--- src/rtl/i2c_reg_bank.sv ---
// I2C target with a bank of NUM_REGS byte registers behind one device address.
// The first written byte selects the register pointer, which auto-increments with wrap.
module i2c_reg_bank #(
  parameter int         FILTER_LEN = 4,
  parameter logic [6:0] DEV_ADDR   = 7'h70,
  parameter int         NUM_REGS   = 8,
  localparam int        PW         = (NUM_REGS > 1) ? $clog2(NUM_REGS) : 1
) (
  input  logic                  clk,
  input  logic                  rst,
  input  logic                  scl_i,
  output logic                  scl_o,
  output logic                  scl_t,
  input  logic                  sda_i,
  output logic                  sda_o,
  output logic                  sda_t,
  input  logic [8*NUM_REGS-1:0] data_in,
  input  logic [NUM_REGS-1:0]   data_latch,
  output logic [8*NUM_REGS-1:0] data_out,
  output logic                  wr_valid,
  output logic [PW-1:0]         wr_index,
  output logic                  busy
);

  typedef enum logic [2:0] {
    ST_IDLE, ST_ADDR, ST_ACK, ST_WR_PTR, ST_WR_DATA, ST_RD_DATA, ST_RD_ACK
  } state_t;

  logic [FILTER_LEN-1:0] scl_sh_q, sda_sh_q;
  logic                  scl_f_q, scl_prev_q, sda_f_q, sda_prev_q;

  state_t        state_q;
  logic [7:0]    sh_q;
  logic [3:0]    cnt_q;
  logic          rw_q, ptr_phase_q, ack_drv_q;
  logic [PW-1:0] ptr_q;
  logic          sda_o_q, wr_valid_q, busy_q;
  logic [PW-1:0] wr_index_q;
  logic [7:0]    regs_q [NUM_REGS];

  logic          scl_rise, scl_fall, start_det, stop_det, byte_done, ptr_ok, i2c_we;
  logic [7:0]    rx_byte, rd_byte, rd_next;
  logic [PW-1:0] ptr_inc;

  // A filtered level only moves once the whole sample window agrees.
  always_ff @(posedge clk) begin
    if (rst) begin
      scl_sh_q   <= '1;
      sda_sh_q   <= '1;
      scl_f_q    <= 1'b1;
      sda_f_q    <= 1'b1;
      scl_prev_q <= 1'b1;
      sda_prev_q <= 1'b1;
    end else begin
      scl_sh_q   <= {scl_sh_q[FILTER_LEN-2:0], scl_i};
      sda_sh_q   <= {sda_sh_q[FILTER_LEN-2:0], sda_i};
      if (&scl_sh_q)       scl_f_q <= 1'b1;
      else if (~|scl_sh_q) scl_f_q <= 1'b0;
      if (&sda_sh_q)       sda_f_q <= 1'b1;
      else if (~|sda_sh_q) sda_f_q <= 1'b0;
      scl_prev_q <= scl_f_q;
      sda_prev_q <= sda_f_q;
    end
  end

  assign scl_rise  = scl_f_q & ~scl_prev_q;
  assign scl_fall  = ~scl_f_q & scl_prev_q;
  assign start_det = scl_f_q & sda_prev_q & ~sda_f_q;
  assign stop_det  = scl_f_q & ~sda_prev_q & sda_f_q;
  assign rx_byte   = {sh_q[6:0], sda_f_q};
  assign byte_done = scl_rise && (cnt_q == 4'd0);
  assign ptr_ok    = {1'b0, rx_byte} < 9'(NUM_REGS);
  assign ptr_inc   = (ptr_q == PW'(NUM_REGS - 1)) ? '0 : ptr_q + PW'(1);
  assign rd_byte   = regs_q[ptr_q];
  assign rd_next   = regs_q[ptr_inc];
  assign i2c_we    = (state_q == ST_WR_DATA) && byte_done && !start_det && !stop_det;

  always_ff @(posedge clk) begin
    if (rst) begin
      state_q     <= ST_IDLE;
      sh_q        <= '0;
      cnt_q       <= '0;
      rw_q        <= 1'b0;
      ptr_phase_q <= 1'b0;
      ack_drv_q   <= 1'b0;
      ptr_q       <= '0;
      sda_o_q     <= 1'b1;
      wr_valid_q  <= 1'b0;
      wr_index_q  <= '0;
      busy_q      <= 1'b0;
    end else begin
      wr_valid_q <= 1'b0;
      if (start_det) begin
        state_q   <= ST_ADDR;
        cnt_q     <= 4'd7;
        sda_o_q   <= 1'b1;
        ack_drv_q <= 1'b0;
      end else if (stop_det) begin
        state_q   <= ST_IDLE;
        sda_o_q   <= 1'b1;
        ack_drv_q <= 1'b0;
        busy_q    <= 1'b0;
      end else begin
        case (state_q)
          ST_IDLE: ;
          ST_ADDR: if (scl_rise) begin
            sh_q <= rx_byte;
            if (cnt_q == 4'd0) begin
              if (rx_byte[7:1] == DEV_ADDR) begin
                rw_q        <= rx_byte[0];
                ptr_phase_q <= ~rx_byte[0];
                busy_q      <= 1'b1;
                state_q     <= ST_ACK;
              end else begin
                busy_q  <= 1'b0;
                state_q <= ST_IDLE;
              end
            end else begin
              cnt_q <= cnt_q - 4'd1;
            end
          end
          // First fall pulls SDA low for the ACK, second fall hands the bus over.
          ST_ACK: if (scl_fall) begin
            if (!ack_drv_q) begin
              sda_o_q   <= 1'b0;
              ack_drv_q <= 1'b1;
            end else begin
              ack_drv_q <= 1'b0;
              cnt_q     <= 4'd7;
              if (rw_q) begin
                sda_o_q <= rd_byte[7];
                sh_q    <= {rd_byte[6:0], 1'b0};
                state_q <= ST_RD_DATA;
              end else begin
                sda_o_q <= 1'b1;
                state_q <= ptr_phase_q ? ST_WR_PTR : ST_WR_DATA;
              end
            end
          end
          ST_WR_PTR: if (scl_rise) begin
            sh_q <= rx_byte;
            if (cnt_q == 4'd0) begin
              if (ptr_ok) begin
                ptr_q       <= rx_byte[PW-1:0];
                ptr_phase_q <= 1'b0;
                state_q     <= ST_ACK;
              end else begin
                busy_q  <= 1'b0;
                state_q <= ST_IDLE;
              end
            end else begin
              cnt_q <= cnt_q - 4'd1;
            end
          end
          ST_WR_DATA: if (scl_rise) begin
            sh_q <= rx_byte;
            if (cnt_q == 4'd0) begin
              wr_valid_q <= 1'b1;
              wr_index_q <= ptr_q;
              ptr_q      <= ptr_inc;
              state_q    <= ST_ACK;
            end else begin
              cnt_q <= cnt_q - 4'd1;
            end
          end
          ST_RD_DATA: if (scl_fall) begin
            if (cnt_q == 4'd0) begin
              sda_o_q <= 1'b1;
              state_q <= ST_RD_ACK;
            end else begin
              sda_o_q <= sh_q[7];
              sh_q    <= {sh_q[6:0], 1'b0};
              cnt_q   <= cnt_q - 4'd1;
            end
          end
          // cnt 8: the next fall drives the MSB of the freshly captured byte.
          ST_RD_ACK: if (scl_rise) begin
            ptr_q <= ptr_inc;
            if (!sda_f_q) begin
              sh_q    <= rd_next;
              cnt_q   <= 4'd8;
              state_q <= ST_RD_DATA;
            end else begin
              busy_q  <= 1'b0;
              state_q <= ST_IDLE;
            end
          end
          default: state_q <= ST_IDLE;
        endcase
      end
    end
  end

  // Fabric loads win over a same-cycle I2C write to the same register.
  always_ff @(posedge clk) begin
    if (rst) begin
      for (int k = 0; k < NUM_REGS; k++) regs_q[k] <= '0;
    end else begin
      for (int k = 0; k < NUM_REGS; k++) begin
        if (data_latch[k])                         regs_q[k] <= data_in[8*k +: 8];
        else if (i2c_we && (ptr_q == PW'(k)))      regs_q[k] <= rx_byte;
      end
    end
  end

  for (genvar g = 0; g < NUM_REGS; g++) begin : g_out
    assign data_out[8*g +: 8] = regs_q[g];
  end

  assign scl_o    = 1'b1;
  assign scl_t    = 1'b1;
  assign sda_o    = sda_o_q;
  assign sda_t    = sda_o_q;
  assign wr_valid = wr_valid_q;
  assign wr_index = wr_index_q;
  assign busy     = busy_q;

endmodule
--- config.mk ---
export PLATFORM = sky130hd
export DESIGN_NAME = i2c_reg_bank
export DESIGN_NICKNAME = d
export VERILOG_FILES = /design/src/rtl/i2c_reg_bank.sv
export SDC_FILE = /design/constraint.sdc
export NUM_CORES = 1
export LEC_CHECK = 0
export ABC_AREA = 1
export BUFFER_PORTS_ARGS = -buffer_cell sky130_fd_sc_hd__buf_2
export CELL_PAD_IN_SITES_DETAIL_PLACEMENT = 1
export CELL_PAD_IN_SITES_GLOBAL_PLACEMENT = 2
export CORE_MARGIN = 1
export CORE_UTILIZATION = 30
export DETAILED_ROUTE_END_ITERATION = 8
export PLACE_DENSITY = 0.91
export SLEW_MARGIN = 30
export SYNTH_ARGS = -nofsm -noshare
export SYNTH_HDL_FRONTEND = slang
export SYNTH_SLANG_ARGS = --single-unit
export TNS_END_PERCENT = 5
--- constraint.sdc ---
create_clock -name clk -period 3.4 [get_ports clk]
set_clock_uncertainty 0.2 [all_clocks]
set_input_delay 0.34 -clock clk [delete_from_list [all_inputs] [get_ports clk]]
set_output_delay 0.34 -clock clk [all_outputs]
set_load 0.01 [all_outputs]
==> flow_results.org, run 1 <==
** Placement
- After detailed placement, the total cell area comes to 0.00764 mm^2.
- Routability-driven placement finished with a final weighted congestion of 0.868.
- Input and output buffers added on the ports amount to 146.
- Half-perimeter wire length of the detailed placement result :: 21000 um

** Critical path
- Walking the worst path, the cells encountered are inv_1, ha_1, nand3_1, nor2_2, nand2_2, nor2_4, nand2_4, inv_2, nand3_4, nand2_1.
- WS Path Type :: reg2reg
- Longest individual stage delay on the worst path :: 0.35 ns
- Cell with the largest stage delay on the worst path :: nor2_4
- Max FO, Critical Path :: 11
- Data on the critical path arrives at its endpoint at 2.63 ns.
- Setup crit end kind :: flop
- For the worst setup path, the data required time is 3.23 ns.
- STA classifies the critical path startpoint as a flop.

** GRT
- Maximum number of pins on one net before global-route repair :: 54
- Number of antenna violations at the first check in global routing :: 1
- Via count of the first global-routing pass :: 7080
- Global router's overall resource usage :: 24.0%
- First-pass GRT wire length :: 40700 um
- Final global-route overflow total :: 0

** Detailed routing
- Iteration-0 DRC count of the detailed router :: 525
- In the routed layout, each cell is associated on average with a via count of 5.22.
- The first TritonRoute pass finished after 5 iterations.
- Post-route DRC violation count :: 0
- After detailed routing, the average wire length per cell comes to 19.8 um.
- The routed design has 26900 um of wire.
- ANT nets after route :: 0
- The final route contains 7060 vias.

** Clock network
- Clock buffer depth :: 2
- TritonCTS clock tree :: done
- For the worst-skew pair, the clock arrives at the later sink with an insertion delay of 0.36 ns.
- Buffers inserted during clock tree synthesis total 9.
- Clock transition at the registers of the reported paths :: 0.07 ns
- Post-CTS Setup Repair Bufs :: 0
- The H-tree was split into 3 levels.
- CTS saw 106 sinks.
- Clock root buffer :: clkbuf_16

** Worst hold path
- Tightest Hold Check Type :: in2reg

** Timing
- Sum of negative setup slack :: 0 ns
- Setup repair after global routing missed its margin :: no
- For the pin with the worst max-slew slack, the measured transition is 0.589 ns.
- Headroom to the max-slew limit came out at 60.7%.
- Max-slew violation total from the final report :: 0
- Count of final hold-check violations :: 0
- Setup violations remaining at the end of the flow were counted as 0.
- The worst path needs 2.80 ns of the cycle, external delays included.
- Peak clock frequency supported by timing :: 357 MHz
- Period utilisation layout :: 82.4%

** Finish
- Number of nets in the finished design :: 1152
- With fillers left out, the area of the finished cells amounts to 0.00796 mm^2.
- The area growth from synthesis to layout is 18.9%.
- The number of antenna diodes in the final layout is 0.
- Of the cells placed in the final design, the portion with a size suffix greater than 1 is 20.1%.

** Yosys
- Share of the synthesized area in compound gates (AO/OA/AOI/OAI) :: 10.1%
- The mapped netlist covers 0.00669 mm^2.
- The synthesized netlist devotes 1.31% of its cell area to adder and majority cells.
- Number of distinct standard cells referenced by the synthesized netlist :: 35
- Synthesis inferred 106 register bits.
- During synthesis, Yosys emitted a total of 0 warnings.
- After synthesis, the largest family of logic cells by area is simple AND/OR/NAND/NOR gates.
- Measured against the total synthesized area, the mux share comes to 0%.
- After Yosys synthesis, and, or, nand and nor cells account for 37.0% of the synthesized area.
- A synthesized cell averages 7.07 um^2.
- Cell count after synthesis :: 947
- Of the synthesized area, sequential elements account for 41.3%.
- After Yosys synthesis, XOR and XNOR cells account for 0% of the synthesized area.

** Run status
- The flow ran to the end, and the final reports show no timing, DRC or antenna violations.

** Power
- Power density relative to cell area :: 659 mW/mm^2
- Worst voltage drop across the vdd grid :: 0.285 mV
- The analysis attributes to cell leakage a power of 0.00386 uW.

** Die
- Die span in x :: 151 um
- The die covers 0.0229 mm^2.
- From bottom edge to top edge, the die measures 151 um.
- Number of rows created at floorplan :: 54
- Initial core utilization :: 30.7%
- During I/O placement, the number of pins put on the boundary was 149.
- The region available for standard cell placement spans 0.0218 mm^2.

** Job
- Max_cap viols :: 0
-- cell usage after synthesis --
master / n / area, um^2
nor2_4: 4 / 45.0
nor3_1: 1 / 5.00
buf_6: 2 / 22.5
nand2_2: 4 / 25.0
nor4_1: 4 / 25.0
a41oi_1: 2 / 17.5
o211ai_1: 16 / 120
nand4_1: 7 / 43.8
or2_2: 9 / 56.3
inv_2: 7 / 26.3
conb_1: 1 / 3.75
buf_4: 9 / 67.6
clkbuf_1: 35 / 131
o21ai_1: 28 / 140
edfxtp_1: 64 / 1920
nand2_4: 3 / 33.8
nand3_4: 2 / 35.0
clkinv_1: 2 / 7.51
o2111ai_1: 1 / 8.76
nand3_2: 2 / 20.0
nand2_1: 231 / 867
nand3b_1: 2 / 15.0
o21ai_0: 56 / 280
a21oi_1: 18 / 90.1
buf_2: 2 / 10.0
nand4_2: 3 / 37.5
dfxtp_1: 42 / 841
nor2_8: 1 / 20.0
nand3_1: 185 / 926
nor2_2: 6 / 37.5
a31oi_1: 3 / 18.8
ha_1: 7 / 87.6
nor2_1: 75 / 282
buf_1: 2 / 7.51
inv_1: 111 / 417
-- flip-flops by register name, summed over array words and instances (netlist names), named ones only --
register and count:
ack_drv_q 1, busy 1, cnt_q 4, ptr_phase_q 1, ptr_q 3, regs_q 64, rw_q 1, scl_f_q 1
scl_prev_q 1, scl_sh_q 4, sda_f_q 1, sda_o 1, sda_prev_q 1, sda_sh_q 4, sh_q 8, state_q 3
wr_index 3, wr_valid 1
-- power breakdown --
part	total (uW)	switching, uW	internal [uW]
registers	1760	229	1540
clock network	1060	478	585
logic	2410	1700	717
-- cell type report --
type | instances | area (um^2)
fill | 2786 | 13900
multi-input combinational | 672 | 3250
sequential | 106 | 2760
timing repair buffer | 160 | 853
inverter | 120 | 450
tap | 280 | 350
clock buffer | 10 | 239
clock inverter | 5 | 53.8
-- final timing paths --
check	start	endpoint	slack, ns	cells after the start
worst max-delay path	cnt_q[0]	regs_q[4][5]	0.60	10
worst min-delay path	data_in[45]	regs_q[5][5]	0.08	3
worst max register to register	cnt_q[0]	regs_q[4][5]	0.60	10
worst min register to register	scl_sh_q[2]	scl_sh_q[3]	0.28	1
-- cells by family (layout without fill, tap and decap cells) --
family          after synthesis  in the layout
compound gates              124            124
buf+inv                     170            295
other cells                   1              2
flops                       106            106
simple gates                539            539
fa+ha+maj                     7              7
-- layout by cell type, fill, tap and decap left out, drive strengths merged --
| cell | Yosys | layout |
|---|---|---|
| nand2 | 238 | 238 |
| nand3 | 189 | 189 |
| buf | 15 | 158 |
| inv | 118 | 119 |
| nor2 | 86 | 86 |
| o21ai | 84 | 84 |
| edfxtp | 64 | 64 |
| dfxtp | 42 | 42 |
| a21oi | 18 | 18 |
| o211ai | 16 | 16 |
| clkbuf | 35 | 10 |
| nand4 | 10 | 10 |
| or2 | 9 | 9 |
| ha | 7 | 7 |
| nor4 | 4 | 4 |
| clkinv | 2 | 4 |
| a31oi | 3 | 3 |
| nand3b | 2 | 2 |
| a41oi | 2 | 2 |
| conb | 1 | 2 |
| dlygate4sd3 | 0 | 2 |
| o2111ai | 1 | 1 |
| nor3 | 1 | 1 |
| clkinvlp | 0 | 1 |
| bufinv | 0 | 1 |
-- timing repair --
item	in CTS	in global routing
hold buffers	2	0
gates resized for setup	0	0
endpoints found under the hold margin	2	0
endpoints found under the setup margin	0	0
-- per-stage QoR --
| stage | setup WS, ns | std cells | total power, uW | hold WS (ns) | utilization (%) |
|---|---|---|---|---|---|
| finish | 0.598 | 1353 | 5240 | 0.0803 | 36.5 |
| global route | 0.412 | 1353 | 5610 | 0.0837 | 36.5 |
| CTS | 0.567 | 1353 | 5240 | 0.0741 | 36.5 |
| detailed placement | 0.591 | 1336 | 4170 | 0.269 | 35.0 |
| global placement | 0.703 | 1336 | 4120 | 0.249 | 35.0 |
| floorplan | 0.913 | 948 | 3320 | 0.237 | - |
-- critical path, delay by kind of cell (launching register included) --
kind | cells | cell delay (ns)
adders and majority gates | 1 | 0.19
DFF | 1 | 0.31
buffers and inverters | 2 | 0.28
and+or+nand+nor | 7 | 1.49
-- layer usage --
layer	share of wire [%]	vias up	track usage (%)
li1	-	3368	-
met1	45	3415	32.7
met2	47	237	39.5
met3	5.3	40	2.14
met4	2.3	0	8.40
met5	0	-	0
Power figures use the tool's default switching activity.
==> inputs of run 2 (changes only) <==
--- a/config.mk
+++ b/config.mk
@@ -10,9 +10,9 @@
 export CELL_PAD_IN_SITES_DETAIL_PLACEMENT = 1
 export CELL_PAD_IN_SITES_GLOBAL_PLACEMENT = 2
 export CORE_MARGIN = 1
-export CORE_UTILIZATION = 30
+export CORE_UTILIZATION = 27
 export DETAILED_ROUTE_END_ITERATION = 8
-export PLACE_DENSITY = 0.91
+export PLACE_DENSITY = 0.87
 export SLEW_MARGIN = 30
 export SYNTH_ARGS = -nofsm -noshare
 export SYNTH_HDL_FRONTEND = slang
==> constraint.sdc (replaced) <==
create_clock -name clk -period 2.32 [get_ports clk]
set_clock_uncertainty 0.2 [all_clocks]
set_input_delay 0.232 -clock clk [delete_from_list [all_inputs] [get_ports clk]]
set_output_delay 0.232 -clock clk [all_outputs]
set_load 0.01 [all_outputs]
==> flow_results.org, run 2 (synthesis gave the netlist of run 1 again) <==
** Finish
- Final instance count without filler cells :: 1462 (+8.1%)
- Ratio of cells with drive above 1 in the final layout :: 22.7% (+2.5 points)
- Top Registers :: regs_q: 64 flops, sh_q: 8 flops
- The number of antenna diodes was 0 (unchanged).
- The flip-flop count of the largest register after layout came to 64 (unchanged).
- Leading cell types in the layout, fill and taps excluded :: 229 x nand2_1, 182 x nand3_1, 146 x buf_2, 109 x inv_1, 74 x nor2_1
- From synthesis to final layout, the design area changed by 30.3%.
- Leaving out fill and tap cells, the most frequent cell in the layout is nand2_1.
- The count of filler cells inserted in the layout was 3017 (+8.3%).
- The final-stage net count is 1216 (+5.6%).
- More flip-flops sit in one register than any other, and that register is regs_q.

** GRT
- Global router's overall resource usage :: 22.4% (-1.6 points)
- The number of antenna violations at the first check in global routing is 0 (-1).
- The maximum number of pins on one net before global-route repair was 48 (-11%).
- Final global-route overflow total :: 0 (unchanged)
- First-pass GRT wire length :: 43400 um (+6.5%)
- The via count of the first global-routing pass is 7593 (+7.2%).

** Timing
- The smallest hold slack is 0.00850 ns (-0.0718 ns).
- The count of final setup violators was 0 (unchanged).
- Setup repair after global routing missed its margin :: yes
- The final-layout setup total negative slack came to 0 ns (unchanged).
- Count of final hold-check violations :: 0 (unchanged)
- The final clock period utilization by the worst path was 95.8% (+13 points).
- Max-slew violation total from the final report :: 0 (unchanged)
- Final critical-path required period :: 2.22 ns (-0.580 ns)
- Slew at the pin closest to its max-slew limit :: 0.599 ns (+0.00933 ns)
- Worst rel slew slack :: 60.0% (-0.73 points)
- Peak clock frequency supported by timing :: 450 MHz (+26%)

** Power
- The power dissipated by switching net loads was 3670 uW (+53%).
- Switching fraction of total power :: 45.0% (-0.82 points)
- The power share of the combinational group came to 47.8% (+1.8 points).
- The share of power burned in the clock network came to 20.8% (+0.5 points).
- The cell area power density came to 934 mW/mm^2 (+42%).
- Cell internal power dissipation :: 4480 uW (+58%)
- The leakage power summed over all cells was 0.00419 uW (+8.4%).
- Worst voltage drop across the vdd grid :: 0.438 mV (+54%)
- Seq pwr share :: 31.4% (-2.3 points)

** Worst hold path
- In this run the worst hold path is classified as in2reg.
- The hold path depth is 3 (unchanged).
- Sink of the worst hold path :: regs_q[4][2]
- Start point of the worst hold path :: data_in[34]

** Critical path
- Number of cells on the worst reg-to-reg path :: 12 (+2)
- Worst setup slack for register-to-register paths :: 0.1 ns (-0.50 ns)
- Critical path required time :: 2.37 ns (-0.86 ns)
- The worst setup path is of the reg2reg kind.
- STA classifies the critical path endpoint as a flop.
- In this run the critical register-to-register path is launched from ptr_q[0].
- Arrival time at the worst endpoint :: 2.27 ns (-0.36 ns)
- Worst R2R End :: sh_q[6]
- Launching element type of the critical path :: flop
- Max FO, Critical Path :: 32 (+21)

** Die
- The core footprint was 0.0243 mm^2 (+11%).
- The number of top-level pins came to 149 (unchanged).
- Die ar. :: 0.0254 mm^2 (+11%)
- Initial core utilization :: 27.5% (-3.1 points)
- Die span in x :: 159 um (+5.3%)
- The site row count was 57 (+5.6%).
- The vertical extent of the die was 159 um (+5.3%).

** Clock network
- TritonCTS built the clock tree.
- Clock buffer depth :: 2 (unchanged)
- Maximum level of the CTS H-tree :: 3 (unchanged)
- The tree is rooted in a clkbuf_16.
- The number of buffers created by CTS was 9 (unchanged).
- Clock insertion delay at the later pin of the skew report :: 0.36 ns (about the same)
- The number of clock sinks is 106 (unchanged).
- The clock-pin transition on the worst setup and hold timing paths was 0.08 ns (about the same).

** Detailed routing
- The length of the first detailed-routing pass in iterations was 5 (unchanged).
- Total Routed Length :: 28400 um (+5.7%)
- The routed length per placed instance is 19.4 um (-2.2%).
- The remaining design rule violation count came to 0 (unchanged).
- The number of vias in the routed layout is 7351 (+4.1%).
- The post-route antenna net violation count is 0 (unchanged).
- Drt via density :: 5.03 (-3.6%)
- Iteration-0 DRC count of the detailed router :: 505 (-3.8%)

** Placement
- The number of I/O port buffers is 146 (unchanged).
- The number of cells in the design after placement is 1409 (+5.5%).
- Half-perimeter wire length of the detailed placement result :: 21800 um (+3.9%)
- The placer's final routability congestion estimate is 0.857 (-1.3%).

** Run status
- The flow ran to the end, and the final reports show no timing, DRC or antenna violations.

** Job
- The max-cap check violation count was 0 (unchanged).
==> run 2: cell types whose count changed in the layout (fill, tap and decap cells not counted), moves of 2 or more <==
cell	before	now
nand3_1	185	182
dfxtp_1	42	39
dlygate4sd3_1	2	36
buf_12	1	7
nand2_2	4	6
nand3_2	2	5
ha_1	7	5
nand2_1	231	229
buf_4	11	35
dfxtp_2	0	3
==> run 2: per-stage QoR <==
| step | util (%) | cell area [um^2] | total power, uW | setup slack (ns) |
|---|---|---|---|---|
| floorplan | - | 6700 | 4870 | 0.0544 |
| global placement | 32.8 | 7980 | 6290 | 0.131 |
| detailed placement | 32.8 | 7980 | 6350 | 0.0397 |
| CTS | 35.6 | 8670 | 8100 | 0.0484 |
| global route | 35.9 | 8720 | 8670 | -0.00614 |
| finish | 35.9 | 8720 | 8150 | 0.0983 |
==> run 2: how the worst max path moves through the flow <==
stage,start,endpoint,slack [ns]
final,ptr_q[0],sh_q[6],0.1
after global routing,cnt_q[1],regs_q[6][2],-0.006
after detailed placement,cnt_q[0],regs_q[2][3],0.04
after global placement,cnt_q[0],regs_q[2][3],0.13
after floorplan,cnt_q[0],regs_q[6][0],0.05
after CTS,cnt_q[0],regs_q[4][2],0.05
==> run 2: repair_timing <==
action | in CTS | in global routing
hold buffers | 35 | 1
resized for setup | 0 | 13
setup endpoints to repair | 8 | 72
endpoints found under the hold margin | 35 | 1
buffers inserted | 1 | 0
pin swaps | 0 | 0
==> run 2: power by group through the flow <==
stage / Combinational, uW / Sequential, uW / Clock, uW
6_report: 3890 / 2560 / 1690
2_1_floorplan: 2390 / 2480 / 0
3_5_place_dp: 3760 / 2590 / 0
5_1_grt: 4320 / 2580 / 1770
3_3_place_gp: 3710 / 2580 / 0
4_1_cts: 3840 / 2550 / 1720
==> run 2: routing by layer <==
metal  up-vias  global-route usage [%]  share of wire [%]
met5         -                       0                  0
met2       220                    37.5                 48
met4         0                    10.3                3.7
met1      3571                    28.9                 44
li1       3504                       -                  -
met3        56                    2.47                3.7
==> run 2: area by class of cell <==
cell class                      count  area (um^2)  share of cell area (%)
Clock buffer                        9          225                    2.58
Clock inverter                      7         92.6                    1.06
Inverter                          120          450                    5.16
Multi-Input combinational cell    672         3290                    37.7
Sequential cell                   106         2770                    31.7
Tap cell                          324          405                    4.65
Timing Repair Buffer              224         1490                    17.1
==> run 2: worst max-delay path: stages (launching register included) <==
cell     delay, ns
dfxtp_1       0.42
ha_1          0.23
ha_2          0.23
inv_1         0.05
nand2_1       0.10
buf_12        0.19
nand2_1       0.09
nand3_1       0.14
nand3_1       0.10
nand3_1       0.09
nand2_1       0.05
nor2_1        0.13
nor2_1        0.07
==> inputs of run 3 (changes only) <==
--- a/config.mk
+++ b/config.mk
@@ -7,12 +7,12 @@
 export LEC_CHECK = 0
 export ABC_AREA = 1
 export BUFFER_PORTS_ARGS = -buffer_cell sky130_fd_sc_hd__buf_2
-export CELL_PAD_IN_SITES_DETAIL_PLACEMENT = 1
-export CELL_PAD_IN_SITES_GLOBAL_PLACEMENT = 2
+export CELL_PAD_IN_SITES_DETAIL_PLACEMENT = 0
+export CELL_PAD_IN_SITES_GLOBAL_PLACEMENT = 1
 export CORE_MARGIN = 1
-export CORE_UTILIZATION = 27
+export CORE_UTILIZATION = 35
 export DETAILED_ROUTE_END_ITERATION = 8
-export PLACE_DENSITY = 0.87
+export PLACE_DENSITY = 0.88
 export SLEW_MARGIN = 30
 export SYNTH_ARGS = -nofsm -noshare
 export SYNTH_HDL_FRONTEND = slang
==> flow_results.org, run 3 (synthesis gave the netlist of run 1 again) <==
** Critical path
- Longest individual stage delay on the worst path :: 0.32 ns (-0.10 ns)
- Worst R2R End :: regs_q[6][4]
- STA classifies the critical path endpoint as a flop.
- The worst reg-to-reg path cell count is 12 (unchanged).
- The startpoint identified for the worst register-to-register timing path is cnt_q[0].
- The reg-to-reg setup timing slack is 0.14 ns (+0.04 ns).
- CP cell instances :: inv_2, ha_2, nand3_2, nor2_2, nand2_2, nor2_4, nand2_4, buf_4, nor2_8, nand2_4, nand3_1, nand2_1
- Most prevalent standard cell on the critical path :: nand2_4
- STA classifies the critical path startpoint as a flop.
- Arrival time at the worst endpoint :: 2.10 ns (-0.17 ns)
- Max FO, Critical Path :: 9 (-72%)
- The critical path is of the reg2reg type.
- Cell with the largest stage delay on the worst path :: dfxtp_1
- Critical path required time :: 2.24 ns (-0.13 ns)

** Die
- The die width is 140 um (-12%).
- Area of the core region :: 0.0187 mm^2 (-23%)
- The area of the die is 0.0197 mm^2 (-23%).
- Number of rows created at floorplan :: 50 (-12%)
- The number of top-level pins came to 149 (unchanged).
- Die Height :: 140 um (-12%)
- Initial core utilization :: 35.8% (+8.3 points)

** Detailed routing
- The routed length per placed instance was 17.5 um (-9.8%).
- The remaining design rule violation count came to 0 (unchanged).
- The initial detailed-routing violation count came to 690 (+37%).
- ANT nets after route :: 0 (unchanged)
- First-pass DRT Iterations :: 7 (+2)
- The routed wire length is 24100 um (-15%).
- Drt via density :: 5.20 (+3.5%)
- Count of vias placed by the detailed router :: 7156 (-2.7%)

** Clock network
- Count of clock tree sinks :: 106 (unchanged)
- The clock-pin transition on the worst setup and hold timing paths was 0.08 ns (about the same).
- The number of buffers created by CTS was 9 (unchanged).
- Clock insertion delay at the later pin of the skew report :: 0.36 ns (about the same)
- TritonCTS built the clock tree.
- The buffer levels on the longest clock path came to 2 (unchanged).
- Maximum level of the CTS H-tree :: 3 (unchanged)
- Clock root buffer :: clkbuf_16

** Timing
- The total count of hold-check failures in the final report was 1 (+1).
- Worst rel slew slack :: 64.9% (+4.9 points)
- Period utilisation layout :: 94.0% (-1.8 points)
- Sum of negative setup slack :: 0 ns (unchanged)
- Peak clock frequency supported by timing :: 459 MHz (+1.9%)
- The clock period minus final worst setup slack is 2.18 ns (-0.0420 ns).
- The count of final setup violators was 0 (unchanged).
- Setup repair after global routing left no endpoint under its margin.
- Slew at the pin closest to its max-slew limit :: 0.525 ns (-0.0736 ns)
- Min Hold Slack :: -0.000307 ns (-0.00881 ns)
- Max-slew violation total from the final report :: 0 (unchanged)

** Placement
- Quantity of I/O buffers inserted on ports :: 146 (unchanged)
- The number of cells in the design after placement was 1318 (-6.5%).
- The placer's final routability congestion estimate came to 0.913 (+6.5%).
- Half-perimeter wire length of the detailed placement result :: 18500 um (-15%)

** Run status
- Status :: finished with violations
- The checks that failed: negative hold slack.

** GRT
- The residual overflow from global routing came to 0 (unchanged).
- Global router's overall resource usage :: 24.9% (+2.5 points)
- The wire length of the first global-routing pass came to 37100 um (-15%).
- The via count of the first global-routing pass was 6723 (-11%).
- The number of antenna violations at the first check in global routing was 1 (+1).
- The maximum number of pins on one net before global-route repair came to 54 (+13%).

** Worst hold path
- The hold path depth is 3 (unchanged).
- Start point of the worst hold path :: data_in[53]
- For hold timing, the worst endpoint is regs_q[6][5].
- Tightest Hold Check Type :: in2reg

** Finish
- Fillcell total :: 1912 (-37%)
- The area of combinational cells with multiple inputs came to 0.00328 mm^2 (-0.30%).
- The combined flip-flop and latch cell area was 0.00276 mm^2 (-0.14%).
- Number of nets in the finished design :: 1219 (+0.25%)
- Flip-flop count of the largest register after layout :: 64 (unchanged)
- Top Registers :: regs_q: 64 flops, sh_q: 8 flops
- Commonest non-fill, non-tap cell in the layout :: nand2_1
- Final instance count without filler cells :: 1375 (-6.0%)
- Counting flops per register, the top entry is regs_q.
- The share of final-layout standard cells stronger than drive strength 1 is 22.3% (-0.32 points).
- The number of antenna diodes came to 0 (unchanged).
- Leading cell types in the layout, fill and taps excluded :: 228 x nand2_1, 182 x nand3_1, 146 x buf_2, 108 x inv_1, 74 x nor2_1
- Area growth syn-to-layout :: 28.2%

** Power
- The fraction of power consumed by sequential logic came to 31.9% (+0.5 points).
- Switching fraction of total power :: 44.3% (-0.69 points)
- The leakage power summed over all cells was 0.00419 uW (about the same).
- Worst voltage drop across the vdd grid :: 0.436 mV (-0.52%)
- The cell area power density is 925 mW/mm^2 (-0.97%).
- The share of power burned in the clock network came to 21.0% (+0.2 points).
- The power dissipated by switching net loads was 3520 uW (-4.0%).
- Cell internal power dissipation :: 4420 uW (-1.3%)
- The power share of the combinational group was 47.1% (-0.7 points).

** Job
- Max_cap viols :: 0 (unchanged)
run 3: changes by cell type in the layout (fill, tap and decap cells not counted), moves of 2 or more:
| cell | delta |
|---|---|
| dfxtp_1 | +3 |
| buf_12 | -4 |
| clkbuf_8 | +2 |
| buf_4 | +2 |
| dfxtp_2 | -3 |
| inv_8 | +2 |
| dlygate4sd3_1 | +5 |
| clkinvlp_4 | -2 |
run 3: critical path: cells and delay by family (launching register included):
family / cells / cell delay, ns
AND/OR/NAND/NOR: 9 / 0.97
flip-flops: 1 / 0.32
buffers and inverters: 2 / 0.25
adder cells (fa/ha/maj): 1 / 0.20
run 3: timing repair:
action                                  CTS  global route
resized for setup                         1             9
hold buffers                             41             0
endpoints found under the setup margin    8            52
setup buffers                             0             0
hold endpoints to repair                 41             0
run 3: layout make-up:
class	instances	area share, %
tap	234	3.41
sequential	106	32.2
timing repair buffer	227	17.2
clock buffer	11	2.94
multi-input combinational	672	38.2
inverter	120	5.25
clock inverter	5	0.787
run 3: worst max path at each step:
stage | startpoint | endpoint | cells past startpoint | slack, ns
finish | cnt_q[0] | regs_q[6][4] | 12 | 0.14
global route | state_q[0] | sh_q[5] | 10 | 0.008
global placement | cnt_q[0] | regs_q[3][5] | 9 | 0.08
floorplan | cnt_q[0] | regs_q[6][0] | 9 | 0.05
CTS | cnt_q[0] | regs_q[1][5] | 9 | 0.007
detailed placement | cnt_q[0] | regs_q[4][5] | 10 | 0.0007
run 3: per-layer routing:
layer | up-vias | global-route usage, % | share of wire, % | wire length (um)
li1 | 3509 | - | - | -
met1 | 3324 | 32.4 | 43 | 10300
met2 | 278 | 41.2 | 47 | 11400
met3 | 43 | 4.27 | 6.9 | 1670
met4 | 2 | 9.43 | 2.7 | 648
met5 | - | 0 | 0.054 | 13
run 3: through the flow:
stage	hold slack [ns]	total power (uW)	utilization [%]	setup WS, ns	instance area [um^2]
after global routing	0.00891	8460	45.9	0.00812	8580
after global placement	0.214	6160	41.8	0.0815	7820
after floorplan	0.136	4870	-	0.0544	6700
final	-0.000307	7940	45.9	0.140	8580
after CTS	0.00103	7880	45.7	0.00711	8550
after detailed placement	0.218	6170	41.8	0.000685	7820
run 3: power by group through the flow:
stage / logic, uW / clock network [uW] / registers (uW)
2_1_floorplan: 2390 / 0 / 2480
5_1_grt: 4160 / 1740 / 2560
4_1_cts: 3670 / 1680 / 2520
6_report: 3740 / 1670 / 2530
3_5_place_dp: 3600 / 0 / 2560
3_3_place_gp: 3600 / 0 / 2570
